$ cat config.mk
export PLATFORM = sky130hd
export DESIGN_NAME = regfile_wb_scheduler_flat
export DESIGN_NICKNAME = d
export VERILOG_FILES = /design/src/rtl/regfile_wb_scheduler_if.sv /design/src/rtl/regfile_wb_scheduler.sv /design/src/flat_wrapper.sv
export SDC_FILE = /design/constraint.sdc
export NUM_CORES = 1
export LEC_CHECK = 0
export ABC_AREA = 1
export CAP_MARGIN = 15
export CELL_PAD_IN_SITES_DETAIL_PLACEMENT = 0
export CELL_PAD_IN_SITES_GLOBAL_PLACEMENT = 2
export CORE_MARGIN = 2
export CORE_UTILIZATION = 21
export DETAILED_ROUTE_END_ITERATION = 12
export GPL_ROUTABILITY_DRIVEN = 1
export PLACE_DENSITY_LB_ADDON = 0.1
export SLEW_MARGIN = 0
export SYNTH_ARGS = -nofsm -noshare
export SYNTH_HDL_FRONTEND = slang
export SYNTH_SLANG_ARGS = --single-unit
$ cat constraint.sdc
create_clock -name clk -period 5.9 [get_ports clk]
set_clock_uncertainty 0.15 [all_clocks]
set_input_delay 1.18 -clock clk [delete_from_list [all_inputs] [get_ports clk]]
set_output_delay 1.18 -clock clk [all_outputs]
set_load 0.1 [all_outputs]
$ cat src/rtl/regfile_wb_scheduler_if.sv
// Bundle between decode/issue, the execution-unit writeback requesters,
// the register file write port and the writeback scheduler.
interface regfile_wb_scheduler_if #(
  parameter int ADDR_WIDTH = 5,
  parameter int DATA_WIDTH = 64,
  parameter int NUM_REQ    = 3
);
  logic                           issue_valid;
  logic [ADDR_WIDTH-1:0]          issue_rd;
  logic [ADDR_WIDTH-1:0]          issue_rs1;
  logic [ADDR_WIDTH-1:0]          issue_rs2;
  logic                           issue_ready;
  logic                           raw_stall;
  logic [NUM_REQ-1:0]             wb_req_valid;
  logic [NUM_REQ*ADDR_WIDTH-1:0]  wb_req_rd;
  logic [NUM_REQ*DATA_WIDTH-1:0]  wb_req_data;
  logic [NUM_REQ-1:0]             wb_req_ready;
  logic                           rf_write_enable;
  logic [ADDR_WIDTH-1:0]          rf_write_addr;
  logic [DATA_WIDTH-1:0]          rf_write_data;
  logic [31:0]                    busy_vec;

  // Issue and writeback sources drive requests and observe grants/state
  modport master (
    output issue_valid, issue_rd, issue_rs1, issue_rs2,
    output wb_req_valid, wb_req_rd, wb_req_data,
    input  issue_ready, raw_stall, wb_req_ready,
    input  rf_write_enable, rf_write_addr, rf_write_data, busy_vec
  );

  // The scheduler consumes requests and drives grants, write port and scoreboard
  modport slave (
    input  issue_valid, issue_rd, issue_rs1, issue_rs2,
    input  wb_req_valid, wb_req_rd, wb_req_data,
    output issue_ready, raw_stall, wb_req_ready,
    output rf_write_enable, rf_write_addr, rf_write_data, busy_vec
  );
endinterface

$ cat src/rtl/regfile_wb_scheduler.sv
// Writeback scheduler and register scoreboard for the 32-entry integer
// register file: round-robin arbitration of writeback requesters onto the
// single write port, a busy bit per register, and RAW/WAW issue gating.
module regfile_wb_scheduler #(
  parameter int ADDR_WIDTH = 5,
  parameter int DATA_WIDTH = 64,
  parameter int NUM_REQ    = 3
) (
  input  logic                   clk,
  input  logic                   reset,
  regfile_wb_scheduler_if.slave  bus
);
  localparam int PTR_W = $clog2(NUM_REQ);

  logic [PTR_W-1:0]      rr_ptr_r;
  logic [PTR_W-1:0]      scan_s;
  logic [NUM_REQ-1:0]    grant_s;
  logic [PTR_W-1:0]      grant_idx_s;
  logic                  grant_any_s;
  logic [ADDR_WIDTH-1:0] sel_rd_s;
  logic [DATA_WIDTH-1:0] sel_data_s;
  logic [31:0]           busy_r;
  logic [31:0]           busy_next_s;
  logic                  raw_s;
  logic                  waw_s;
  logic                  accept_s;
  logic                  rf_we_r;
  logic [ADDR_WIDTH-1:0] rf_addr_r;
  logic [DATA_WIDTH-1:0] rf_data_r;

  // Requester index after p, wrapping at NUM_REQ (NUM_REQ need not be a power of two)
  function automatic logic [PTR_W-1:0] wrap_inc(input logic [PTR_W-1:0] p);
    logic [PTR_W-1:0] r;
    if (int'(p) >= NUM_REQ - 1) begin
      r = '0;
    end else begin
      r = p + PTR_W'(1);
    end
    return r;
  endfunction

  // Round-robin pick: first valid requester starting at rr_ptr
  always_comb begin
    grant_s     = '0;
    grant_idx_s = '0;
    grant_any_s = 1'b0;
    scan_s      = rr_ptr_r;
    for (int k = 0; k < NUM_REQ; k++) begin
      if (!grant_any_s && bus.wb_req_valid[scan_s]) begin
        grant_any_s     = 1'b1;
        grant_s[scan_s] = 1'b1;
        grant_idx_s     = scan_s;
      end else begin
        grant_any_s = grant_any_s;
      end
      scan_s = wrap_inc(scan_s);
    end
  end

  // Mux the granted requester's destination and result
  always_comb begin
    sel_rd_s   = '0;
    sel_data_s = '0;
    if (grant_any_s) begin
      sel_rd_s   = bus.wb_req_rd[int'(grant_idx_s)*ADDR_WIDTH +: ADDR_WIDTH];
      sel_data_s = bus.wb_req_data[int'(grant_idx_s)*DATA_WIDTH +: DATA_WIDTH];
    end else begin
      sel_rd_s   = '0;
      sel_data_s = '0;
    end
  end

  // Hazard checks; busy_r[0] is held at 0 so x0 never hazards
  always_comb begin
    raw_s    = bus.issue_valid & (busy_r[bus.issue_rs1] | busy_r[bus.issue_rs2]);
    waw_s    = bus.issue_valid & busy_r[bus.issue_rd];
    accept_s = bus.issue_valid & ~raw_s & ~waw_s;
  end

  // Scoreboard update: clear on the landing write, set on issue (set wins)
  always_comb begin
    busy_next_s = busy_r;
    if (rf_we_r) begin
      busy_next_s[rf_addr_r] = 1'b0;
    end else begin
      busy_next_s = busy_next_s;
    end
    if (accept_s && (bus.issue_rd != '0)) begin
      busy_next_s[bus.issue_rd] = 1'b1;
    end else begin
      busy_next_s = busy_next_s;
    end
    busy_next_s[0] = 1'b0;
  end

  // Scoreboard and round-robin pointer state
  always_ff @(posedge clk or negedge reset) begin
    if (!reset) begin
      busy_r   <= 32'd0;
      rr_ptr_r <= '0;
    end else begin
      busy_r <= busy_next_s;
      if (grant_any_s) begin
        rr_ptr_r <= wrap_inc(grant_idx_s);
      end else begin
        rr_ptr_r <= rr_ptr_r;
      end
    end
  end

  // One-cycle write stage toward the register file; x0 writes are dropped here
  always_ff @(posedge clk or negedge reset) begin
    if (!reset) begin
      rf_we_r   <= 1'b0;
      rf_addr_r <= '0;
      rf_data_r <= '0;
    end else begin
      rf_we_r <= grant_any_s && (sel_rd_s != '0);
      if (grant_any_s) begin
        rf_addr_r <= sel_rd_s;
        rf_data_r <= sel_data_s;
      end else begin
        rf_addr_r <= rf_addr_r;
        rf_data_r <= rf_data_r;
      end
    end
  end

  assign bus.issue_ready     = accept_s;
  assign bus.raw_stall       = raw_s;
  assign bus.wb_req_ready    = grant_s;
  assign bus.rf_write_enable = rf_we_r;
  assign bus.rf_write_addr   = rf_addr_r;
  assign bus.rf_write_data   = rf_data_r;
  assign bus.busy_vec        = busy_r;

endmodule

$ cat src/flat_wrapper.sv
// flat-port wrapper written by rule: the top's interface ports become plain ports
module regfile_wb_scheduler_flat 
#(
  parameter int ADDR_WIDTH = 5,
  parameter int DATA_WIDTH = 64,
  parameter int NUM_REQ    = 3
)
  (clk, reset, bus_issue_valid, bus_issue_rd, bus_issue_rs1, bus_issue_rs2, bus_wb_req_valid, bus_wb_req_rd, bus_wb_req_data, bus_issue_ready, bus_raw_stall, bus_wb_req_ready, bus_rf_write_enable, bus_rf_write_addr, bus_rf_write_data, bus_busy_vec);
  regfile_wb_scheduler_if #(.ADDR_WIDTH(ADDR_WIDTH), .DATA_WIDTH(DATA_WIDTH), .NUM_REQ(NUM_REQ)) bus_i ();
  input  logic clk;
  input  logic reset;
  input wire logic [$bits(bus_i.issue_valid)-1:0] bus_issue_valid;
  input wire logic [$bits(bus_i.issue_rd)-1:0] bus_issue_rd;
  input wire logic [$bits(bus_i.issue_rs1)-1:0] bus_issue_rs1;
  input wire logic [$bits(bus_i.issue_rs2)-1:0] bus_issue_rs2;
  input wire logic [$bits(bus_i.wb_req_valid)-1:0] bus_wb_req_valid;
  input wire logic [$bits(bus_i.wb_req_rd)-1:0] bus_wb_req_rd;
  input wire logic [$bits(bus_i.wb_req_data)-1:0] bus_wb_req_data;
  output wire logic [$bits(bus_i.issue_ready)-1:0] bus_issue_ready;
  output wire logic [$bits(bus_i.raw_stall)-1:0] bus_raw_stall;
  output wire logic [$bits(bus_i.wb_req_ready)-1:0] bus_wb_req_ready;
  output wire logic [$bits(bus_i.rf_write_enable)-1:0] bus_rf_write_enable;
  output wire logic [$bits(bus_i.rf_write_addr)-1:0] bus_rf_write_addr;
  output wire logic [$bits(bus_i.rf_write_data)-1:0] bus_rf_write_data;
  output wire logic [$bits(bus_i.busy_vec)-1:0] bus_busy_vec;
  assign bus_i.issue_valid = bus_issue_valid;
  assign bus_i.issue_rd = bus_issue_rd;
  assign bus_i.issue_rs1 = bus_issue_rs1;
  assign bus_i.issue_rs2 = bus_issue_rs2;
  assign bus_i.wb_req_valid = bus_wb_req_valid;
  assign bus_i.wb_req_rd = bus_wb_req_rd;
  assign bus_i.wb_req_data = bus_wb_req_data;
  assign bus_issue_ready = bus_i.issue_ready;
  assign bus_raw_stall = bus_i.raw_stall;
  assign bus_wb_req_ready = bus_i.wb_req_ready;
  assign bus_rf_write_enable = bus_i.rf_write_enable;
  assign bus_rf_write_addr = bus_i.rf_write_addr;
  assign bus_rf_write_data = bus_i.rf_write_data;
  assign bus_busy_vec = bus_i.busy_vec;
  regfile_wb_scheduler #(.ADDR_WIDTH(ADDR_WIDTH), .DATA_WIDTH(DATA_WIDTH), .NUM_REQ(NUM_REQ)) u_core (.clk(clk), .reset(reset), .bus(bus_i));
endmodule
# --- Yosys cells after proc, flatten, opt, wreduce, memory -nomap -nowiden ---
# Cells that the tools add are included.
word_totals:
  register_bits: 103
  in_bits: 228
  output_inout_bits: 107
  elab_cells: 88
classes:
  n_addsub: 3
  multipliers: 1
  n_lt_le_gt_ge: 15
  n_shift: 2
  muxes: 37
  bitwise: 12
  reduce_logical: 13
op_table:
  columns: ["operator", "n"]
  rows:
  - ["$shiftx 192x9->64", 1]
  - ["$mux 32", 2]
  - ["$and 32x32->32", 1]
  - ["$not 32->32", 1]
  - ["$or 32x32->32", 1]
  - ["$shiftx 15x32->5", 1]
  - ["$lt 5x6->1 const B", 4]
  - ["$bmux 1 s5", 3]
  - ["$mux 1", 14]
  - ["$mux 2", 6]
  - ["$demux 1 s5", 2]
  - ["$ge 5x1->1 const B", 2]
  - ["$reduce_bool 5->1", 2]
  - ["$logic_and 1x1->1", 9]
  - ["$lt 2x3->1 const B", 3]
  - ["$mux 3", 3]
  - ["$add 2x1->2 const B", 3]
  - ["$bmux 1 s2", 3]
  - ["$demux 1 s2", 3]
  - ["$ge 2x1->1 const B", 3]
  - ["$ge 2x2->1 const B", 3]
  - ["$or 3x3->3", 2]
  - ["$mul 2x3->5 const B", 1]
  - ["$mux 5", 1]
  - ["other kinds (4)", 9]

# --- Logic depth before layout (Yosys ltp) ---
# Gate-level depths: netlist of the first run.
depth:
  ltp_word: 14
  ltp_mapped: 15
  mapped_depth_nobuf: 14

# --- Least setup slack after synthesis of the first run ---
# Ideal clock, no wire load.
synth_path:
  kind: "input-to-output"
  startpoint: "in bus_issue_rs2[0]"
  endpoint: "out bus_raw_stall"
  t_arrival_ps: 4118
  required_ps: 4570
  path_slack_ps: 452
  cell_stages: 9
  path_buffers: 1
  path_cell_list: "clkbuf_1 nand2_1 nand3_1 nand3_1 nand2_1 nand2_1 nand3_1 o21ai_1 a21boi_0"
synth_between:
  elab_chain_len: 4
synth_rtl:
  columns: ["element", "line_no", "rtl"]
  rows:
  - ["start, declared", "flat_wrapper.sv:15", "input wire logic [$bits(bus_i.issue_rs2)-1:0] bus_issue_rs2;"]
  - ["$bmux 1 s5", "regfile_wb_scheduler.sv:75", "raw_s = bus.issue_valid & (busy_r[bus.issue_rs1] | busy_r[bus.issue_rs2]);"]
  - ["$mux 1 (not written as such)", "regfile_wb_scheduler.sv:75", null]
  - ["$or 1x1->1", "regfile_wb_scheduler.sv:75", null]
  - ["$and 1x1->1", "regfile_wb_scheduler.sv:75", null]
  - ["end, declared", "flat_wrapper.sv:20", "output wire logic [$bits(bus_i.raw_stall)-1:0] bus_raw_stall;"]
# Every way passes these cells. The select of a mux whose other input is x is not followed.

# --- Worst setup path after layout of the first run ---
layout_path:
  startpoint: "in bus_issue_rs2[0]"
  endpoint: "out bus_issue_ready"
layout_between:
  elab_chain_len: 7
layout_rtl:
  columns: ["element", "line_no", "rtl"]
  rows:
  - ["$bmux 1 s5", "regfile_wb_scheduler.sv:75", null]
  - ["$mux 1 (not written as such)", "regfile_wb_scheduler.sv:75", null]
  - ["$or 1x1->1", "regfile_wb_scheduler.sv:75", null]
  - ["$and 1x1->1", "regfile_wb_scheduler.sv:75", null]
  - ["$not 1->1", "regfile_wb_scheduler.sv:77", "accept_s = bus.issue_valid & ~raw_s & ~waw_s;"]
  - ["$and 1x1->1 (2 in a row)", "regfile_wb_scheduler.sv:77", null]
  - ["end, declared", "flat_wrapper.sv:19", "output wire logic [$bits(bus_i.issue_ready)-1:0] bus_issue_ready;"]
# Every way passes these cells. The select of a mux whose other input is x is not followed.

==> results.toml, run 1 <==
[floorplan]
die_w_um = 177
die_y_um = 177
initial_core_util_pct = 21.2
core_um2 = 29500
io_pins = 335
row_count = 63
die-area_um2 = 31200

[setup_path]
cp_max_fo = 18
worst-endpoint-required_ns = 4.57
crit_arrival_ns = 3.42
end_kind = "primary output"
path_class = "in -> out"
startpoint_type = "input pin"

[detailed_routing]
firstDrtPassIters = 5
num_vias = 7253
drc = 0
routed_wl_um = 30900
viasPerCell = 4.52
routedWlPerCell_um = 19.2
dr.first_iter.drc_count = 361
ant_nets = 0

[synth]
ys_warn_count = 0
synth_flop_cell = "dfrtp_1"
synthArstFlopShare_pct = 100
synth_area_um2 = 6260
ys_types = 29
avgSynthCellArea_um2 = 6.92
yosys.area.top_type_share_pct = 41.2
synth_nets = 1133
yosysTopAreaCell = "dfrtp_1"
synth_seq_cells = 103
synth_edf_count = 0
synth.area.top_cells = "dfrtp_1, nand2_1, nand3_1"
synth.most_common_cell = "nand2_1"
yosysSeqAreaShare_pct = 41.2
yosys-top-cells-count = "nand2_1, dfrtp_1, nand3_1, nor2_1, o21ai_0"
synth_cells = 905

[sta]
drv_slew = 0
setup_viol = 0
finalCritPeriodShare_pct = 80.6
max_slew_margin_pct = 22.6
fin_tns_setup_ns = 0
rsz0062_at_grt = "no"
fmax_mhz = 210
period_minus_slack_ns = 4.75
tightest_slew_ns = 1.16
hold_viol_final = 0

[global_routing]
grt_max_degree = 65
antenna_found_initial = 1
grt_remaining_overflow = 0
track_usage_pct = 19.8
grt_pass1_vias = 7524
grt_pass1_wl_um = 46500

[placed_design]
gp_congestion = 0.842
dp_hpwl_um = 22800
place.port_buffers = 333

[final_layout]
syn_to_final_growth_pct = 63.2
finalNetCount = 1438
fin_util_pct = 34.7
drive_above_1_share_pct = 4.04
n_fill_cell = 3177

[clocking]
cts_max_level = 3
cts-root-buf = "clkbuf_16"
clock_path_buffers = 2
cts_resized = 0
numCtsBuffers = 9
clkTransAtPathRegs_ns = 0.07
ctsHoldBuffers = 0
cts.sinks = 103
clk-insertion-delay-late_ns = 0.35
cts_setup_buffers = 0
tritoncts = "done"

[job]
drv_cap = 0

[run_status]
status = "finished, final reports clean"

[worst_hold_path]
hp-class = "reg -> reg"
## state kept, by name, indices dropped and copies added (netlist names)
signal,cells
u_core.rr_ptr_r,2
u_core.bus.rf_write_addr,5
u_core.bus.busy_vec,31
u_core.bus.rf_write_data,64
u_core.bus.rf_write_enable,1
## worst paths after layout
kind / startpoint / endpoint / slack [ns] / cells after the start
worst max-delay path: bus_issue_rs2[0] / bus_issue_ready / 1.15 / 10
worst min-delay path: u_core.bus.rf_write_data[4] / u_core.bus.rf_write_data[4] / 0.34 / 2
worst max register to register: u_core.rr_ptr_r[0] / u_core.bus.rf_write_enable / 3.05 / 15
worst min register to register: u_core.bus.rf_write_data[4] / u_core.bus.rf_write_data[4] / 0.34 / 2
max in group asynchronous: reset / u_core.bus.rf_write_data[19] / 3.60 / 2
min in group asynchronous: reset / u_core.bus.rf_write_data[53] / 0.76 / 1
## kinds of logic (layout without fill, tap and decap cells)
kind of cell	after synthesis	count (layout)	share of synthesized area, %
AO/OA/AOI/OAI	155	155	14.5
buffers and inverters	99	408	7.29
other	1	2	0.0599
AND/OR/NAND/NOR	547	547	37.0
flip-flops	103	103	41.2
## stage by stage
step                      setup WS, ns  cell area [um^2]  hold slack (ns)  instances
after floorplan                  0.452              6260            0.479        905
after global placement            1.19              9900            0.326       1589
after detailed placement          1.16              9900            0.329       1589
after CTS                         1.13             10200            0.351       1604
after global routing             0.977             10200            0.363       1605
final                             1.15             10200            0.343       1605
## layout by cell type, fill, tap and decap left out, types with 4 or more instances in the layout
cell type,instances
clkbuf_16,9
nor2_2,4
dfrtp_1,103
o21ai_1,7
inv_1,45
buf_4,12
a31oi_1,26
o211ai_1,10
nor2_1,92
o21ai_0,54
clkdlybuf4s50_1,327
nand3_1,92
nand2_1,316
nor3_1,8
nand4_1,24
a22oi_1,7
a21oi_1,36
a41oi_1,13
inv_2,6
## worst max-delay path, cell delays in order
cell             delay [ns]
clkdlybuf4s50_1        0.81
inv_2                  0.26
o211ai_1               0.22
nand3_1                0.09
nand3_1                0.09
nand2_1                0.05
o21ai_1                0.17
nand2_1                0.09
nor2_2                 0.23
buf_12                 0.21
## area by class of cell
class	count	area (um^2)	share of cell area, %
Multi-Input combinational cell	703	3230	31.6
Antenna cell	1	2.50	0.0245
Clock buffer	10	239	2.34
Inverter	52	198	1.93
Sequential cell	103	2580	25.2
Timing Repair Buffer	341	3400	33.3
Tap cell	390	488	4.77
Clock inverter	5	82.6	0.808
## layer usage
metal | GRT usage [%] | part of all wire [%]
met1 | 23.0 | 41
met2 | 34.9 | 49
met4 | 4.99 | 1.7
met5 | 0 | 0
met3 | 6.70 | 8.4
Power of run 1 is left out: the tool's default activity adds up to more than one toggle a clock period on the data nets, which glitch-free logic cannot reach.
==> inputs of run 2 (changes only) <==
CORE_UTILIZATION = 20   (was 21)
clock period = 4.88 ns   (was 5.9 ns; I/O delays follow)
==> run 2 against run 1 <==
Against the previous run: via count up 1.5%; wire length up 2.1%; non-clock buffer count up 3; critical path depth unchanged; die area up 4.9%; cell area up 0.34%; first-iteration DRC count down 17%; core utilization down 1.3 points; critical path type unchanged; highest routed layer unchanged.
==> results.toml, run 2 (synthesized netlist as in run 1, its figures left out) <==
[sta]
period_minus_slack_ns = 4.25
fin_tns_setup_ns = 0
whs_ns = 0.343
drv_slew = 0
setup_viol = 0
fmax_mhz = 235
rsz0062_at_grt = "no"
finalCritPeriodShare_pct = 87.2
fin_ws_ns = 0.626
hold_viol_final = 0
max_slew_margin_pct = 26.8
tightest_slew_ns = 1.09

[worst_hold_path]
hp-start = "u_core.bus.rf_write_data[4]"
hp-class = "reg -> reg"

[run_status]
status = "finished, final reports clean"

[final_layout]
final_common_cell = "clkdlybuf4s50_1"
register_area_um2 = 2580
layout_common_cells = "clkdlybuf4s50_1, nand2_1, dfrtp_1"
final_cells = 1616
syn_to_final_growth_pct = 63.8
n_fill_cell = 3352
largest_reg_flops = 64
drive_above_1_share_pct = 4.19
finalNetCount = 1441
multi_input_area_um2 = 3240

[setup_path]
crit_buf_inv = 3
rr_startpoint = "u_core.rr_ptr_r[0]"
crit_family = "buffers and inverters"
crit_arrival_ns = 3.13
end_kind = "primary output"
worst-endpoint-required_ns = 3.75
startpoint_type = "input pin"
slowest_delay_ns = 0.60
cp_max_fo = 12
crit_path_frequent_cell = "nor2_2"
worstPathCellList = "clkdlybuf4s50_1 -> nor2_2 -> inv_1 -> o21ai_1 -> o21ai_0 -> nand2_1 -> a21oi_1 -> nand3b_1 -> nor2_2 -> buf_12"
worst_path_max_delay_cell = "clkdlybuf4s50_1"
critical_path.startpoint = "bus_issue_rd[0]"
path_class = "in -> out"

[clocking]
clock_path_buffers = 2
cts_setup_buffers = 0
clkTransAtPathRegs_ns = 0.08
cts_max_level = 3
cts.sinks = 103
cts_resized = 0
clk-insertion-delay-late_ns = 0.36
tritoncts = "done"
cts-root-buf = "clkbuf_16"
numCtsBuffers = 9
ctsHoldBuffers = 0

[detailed_routing]
viasPerCell = 4.56
drc = 0
num_vias = 7361
ant_nets = 0
routedWlPerCell_um = 19.5
dr.first_iter.drc_count = 300
firstDrtPassIters = 5
routed_wl_um = 31500

[placed_design]
place_ws_ns = 0.688
dp_hpwl_um = 23600
place.port_buffers = 333
post-place-cells = 1598
gp_congestion = 0.841

[floorplan]
initial_core_util_pct = 20.4
die-area_um2 = 32700
io_pins = 335
row_count = 64
core_um2 = 30700
die_w_um = 181
die_y_um = 181

[job]
drv_cap = 0

[global_routing]
grt_pass1_wl_um = 47800
track_usage_pct = 19.3
grt_remaining_overflow = 0
grt_pass1_vias = 7661
antenna_found_initial = 3
grt_max_degree = 70
## run 2: cell types whose count changed in the layout (fill, tap and decap cells not counted), sizes merged
cell / previous run / this run
bufinv: 2 / 0
inv: 52 / 53
diode: 1 / 3
buf: 14 / 17
clkinvlp: 0 / 1
## run 2: path summary, 6_finish.rpt
check	cells after the start	to	slack (ns)
max	10	bus_issue_ready	0.63
min in group asynchronous	1	u_core.bus.rf_write_data[0]	0.48
min reg2reg	2	u_core.bus.rf_write_data[4]	0.34
max reg2reg	15	u_core.bus.rf_write_enable	2.02
min	2	u_core.bus.rf_write_data[4]	0.34
max in group asynchronous	2	u_core.bus.busy_vec[27]	3.12
## run 2: worst min-delay path, delay by kind of cell, from the launching register on
family / cells / cell delay (ns)
and+or+nand+nor: 1 / 0.05
AOI/OAI and AO/OA: 1 / 0.06
DFF: 1 / 0.35
## run 2: metal layers
metal | track usage [%] | wire [um] | up-vias
met1 | 22.7 | 12900 | 3447
met2 | 33.8 | 15700 | 254
met5 | 0 | 0 | -
met4 | 5.11 | 506 | 0
met3 | 6.15 | 2420 | 25
li1 | - | - | 3635
## run 2: final cells by class
type	instances	share of cell area, %
repair buffers	344	33.9
multi-input cells	703	31.6
clock inverters	5	0.342
flip-flops and latches	103	25.1
inverters	52	1.93
clock buffers	10	2.23
well taps	396	4.83
diodes	3	0.0732
## run 2: through the flow
step                area, um^2  utilization [%]
finish                   10300             33.4
global route             10300             33.3
CTS                      10200             33.3
detailed placement        9990             32.5
global placement          9990             32.5
floorplan                 6260                -
Power of run 2 is left out for the same reason.
==> inputs of run 3 (changes only) <==
CORE_UTILIZATION = 21   (was 20)
clock period = 5.02 ns   (was 4.88 ns; I/O delays follow)
==> run 3 against run 2 <==
Against the previous run: wire length fell by 1.9%; first-iteration DRC count rose by 25%; register-to-register slack improved by 0.13 ns; critical path depth did not move; cell count fell by 0.37%; non-clock buffer count fell by 2; worst hold slack improved by 0.0011 ns; via count rose by 0.18%; core utilization rose by 1.3 points; global-route usage rose by 0.61 points; cell area fell by 0.39%.
==> results.toml, run 3 (synthesized netlist as in run 1, its figures left out) <==
[run_status]
status = "finished, final reports clean"

[floorplan]
row_count = 63
die_y_um = 177
initial_core_util_pct = 21.2
core_um2 = 29500
die_w_um = 177
io_pins = 335
die-area_um2 = 31200

[clocking]
ctsHoldBuffers = 0
cts-root-buf = "clkbuf_16"
clock_path_buffers = 2
clkTransAtPathRegs_ns = 0.07
numCtsBuffers = 9
cts_resized = 0
cts.sinks = 103
cts_setup_buffers = 0
tritoncts = "done"
cts_max_level = 3
clk-insertion-delay-late_ns = 0.35

[setup_path]
worst-endpoint-required_ns = 3.87
startpoint_type = "input pin"
end_kind = "primary output"
crit_arrival_ns = 3.19
cp_max_fo = 18
path_class = "in -> out"

[sta]
hold_viol_final = 0
max_slew_margin_pct = 27.1
fmax_mhz = 230
rsz0062_at_grt = "no"
setup_viol = 0
finalCritPeriodShare_pct = 86.6
period_minus_slack_ns = 4.35
fin_tns_setup_ns = 0
drv_slew = 0
whs_ns = 0.344
tightest_slew_ns = 1.09

[detailed_routing]
firstDrtPassIters = 5
num_vias = 7374
viasPerCell = 4.58
routed_wl_um = 30900
routedWlPerCell_um = 19.2
ant_nets = 0
drc = 0
dr.first_iter.drc_count = 374

[global_routing]
grt_remaining_overflow = 0
antenna_found_initial = 4
grt_pass1_vias = 7703
track_usage_pct = 19.9
grt_pass1_wl_um = 46800
grt_max_degree = 70

[final_layout]
final_common_cell = "clkdlybuf4s50_1"
fin_util_pct = 34.7
syn_to_final_growth_pct = 63.1
layout_common_cells = "clkdlybuf4s50_1, nand2_1, dfrtp_1"
finalNetCount = 1439
drive_above_1_share_pct = 4.11
n_fill_cell = 3270
largest_reg_flops = 64

[worst_hold_path]
hp-class = "reg -> reg"

[placed_design]
gp_congestion = 0.837
dp_hpwl_um = 23100
place.port_buffers = 333

[job]
drv_cap = 0
## run 3: path summary, 6_finish.rpt
check                      cells past startpoint  slack, ns                   startpoint                      endpoint
min in group asynchronous                      1       0.57                        reset  u_core.bus.rf_write_data[49]
setup reg to reg                              11       2.15           u_core.rr_ptr_r[0]   u_core.bus.rf_write_data[1]
hold / removal                                 2       0.34  u_core.bus.rf_write_data[4]   u_core.bus.rf_write_data[4]
setup / recovery                              10       0.67             bus_issue_rs2[0]               bus_issue_ready
hold reg to reg                                2       0.34  u_core.bus.rf_write_data[4]   u_core.bus.rf_write_data[4]
max in group asynchronous                      2       3.23                        reset        u_core.bus.busy_vec[6]
## run 3: layout make-up
type / instances / area, um^2 / share of cell area [%]
clock inverters: 5 / 33.8 / 0.331
diodes: 4 / 10.0 / 0.0980
flip-flops and latches: 103 / 2580 / 25.2
inverters: 52 / 198 / 1.93
clock buffers: 11 / 243 / 2.38
multi-input cells: 703 / 3230 / 31.6
well taps: 390 / 488 / 4.78
repair buffers: 342 / 3440 / 33.6
## run 3: per-layer routing
metal  vias up  global-route usage (%)  wire length [um]  share of wire [%]
met5         -                       0                 0                  0
met4         0                    6.06               603                1.9
li1       3630                       -                 -                  -
met2       261                    34.2             15200                 49
met3        29                    6.40              2530                8.2
met1      3454                    23.5             12600                 41
## run 3: critical path, cell delays in order
cell,delay (ns)
clkdlybuf4s50_1,0.77
inv_2,0.25
o211ai_1,0.23
nand3_1,0.10
nand3_1,0.08
nand2_1,0.05
o21ai_1,0.20
nand2_1,0.10
nor2_2,0.20
buf_12,0.21
## run 3: through the flow
| step | setup slack (ns) | area, um^2 | std cells |
|---|---|---|---|
| final | 0.673 | 10200 | 1610 |
| after global routing | 0.458 | 10200 | 1609 |
| after CTS | 0.640 | 10200 | 1606 |
| after detailed placement | 0.645 | 9930 | 1590 |
| after global placement | 0.658 | 9930 | 1590 |
| after floorplan | 0.663 | 6260 | 905 |
Power of run 3 is left out for the same reason.
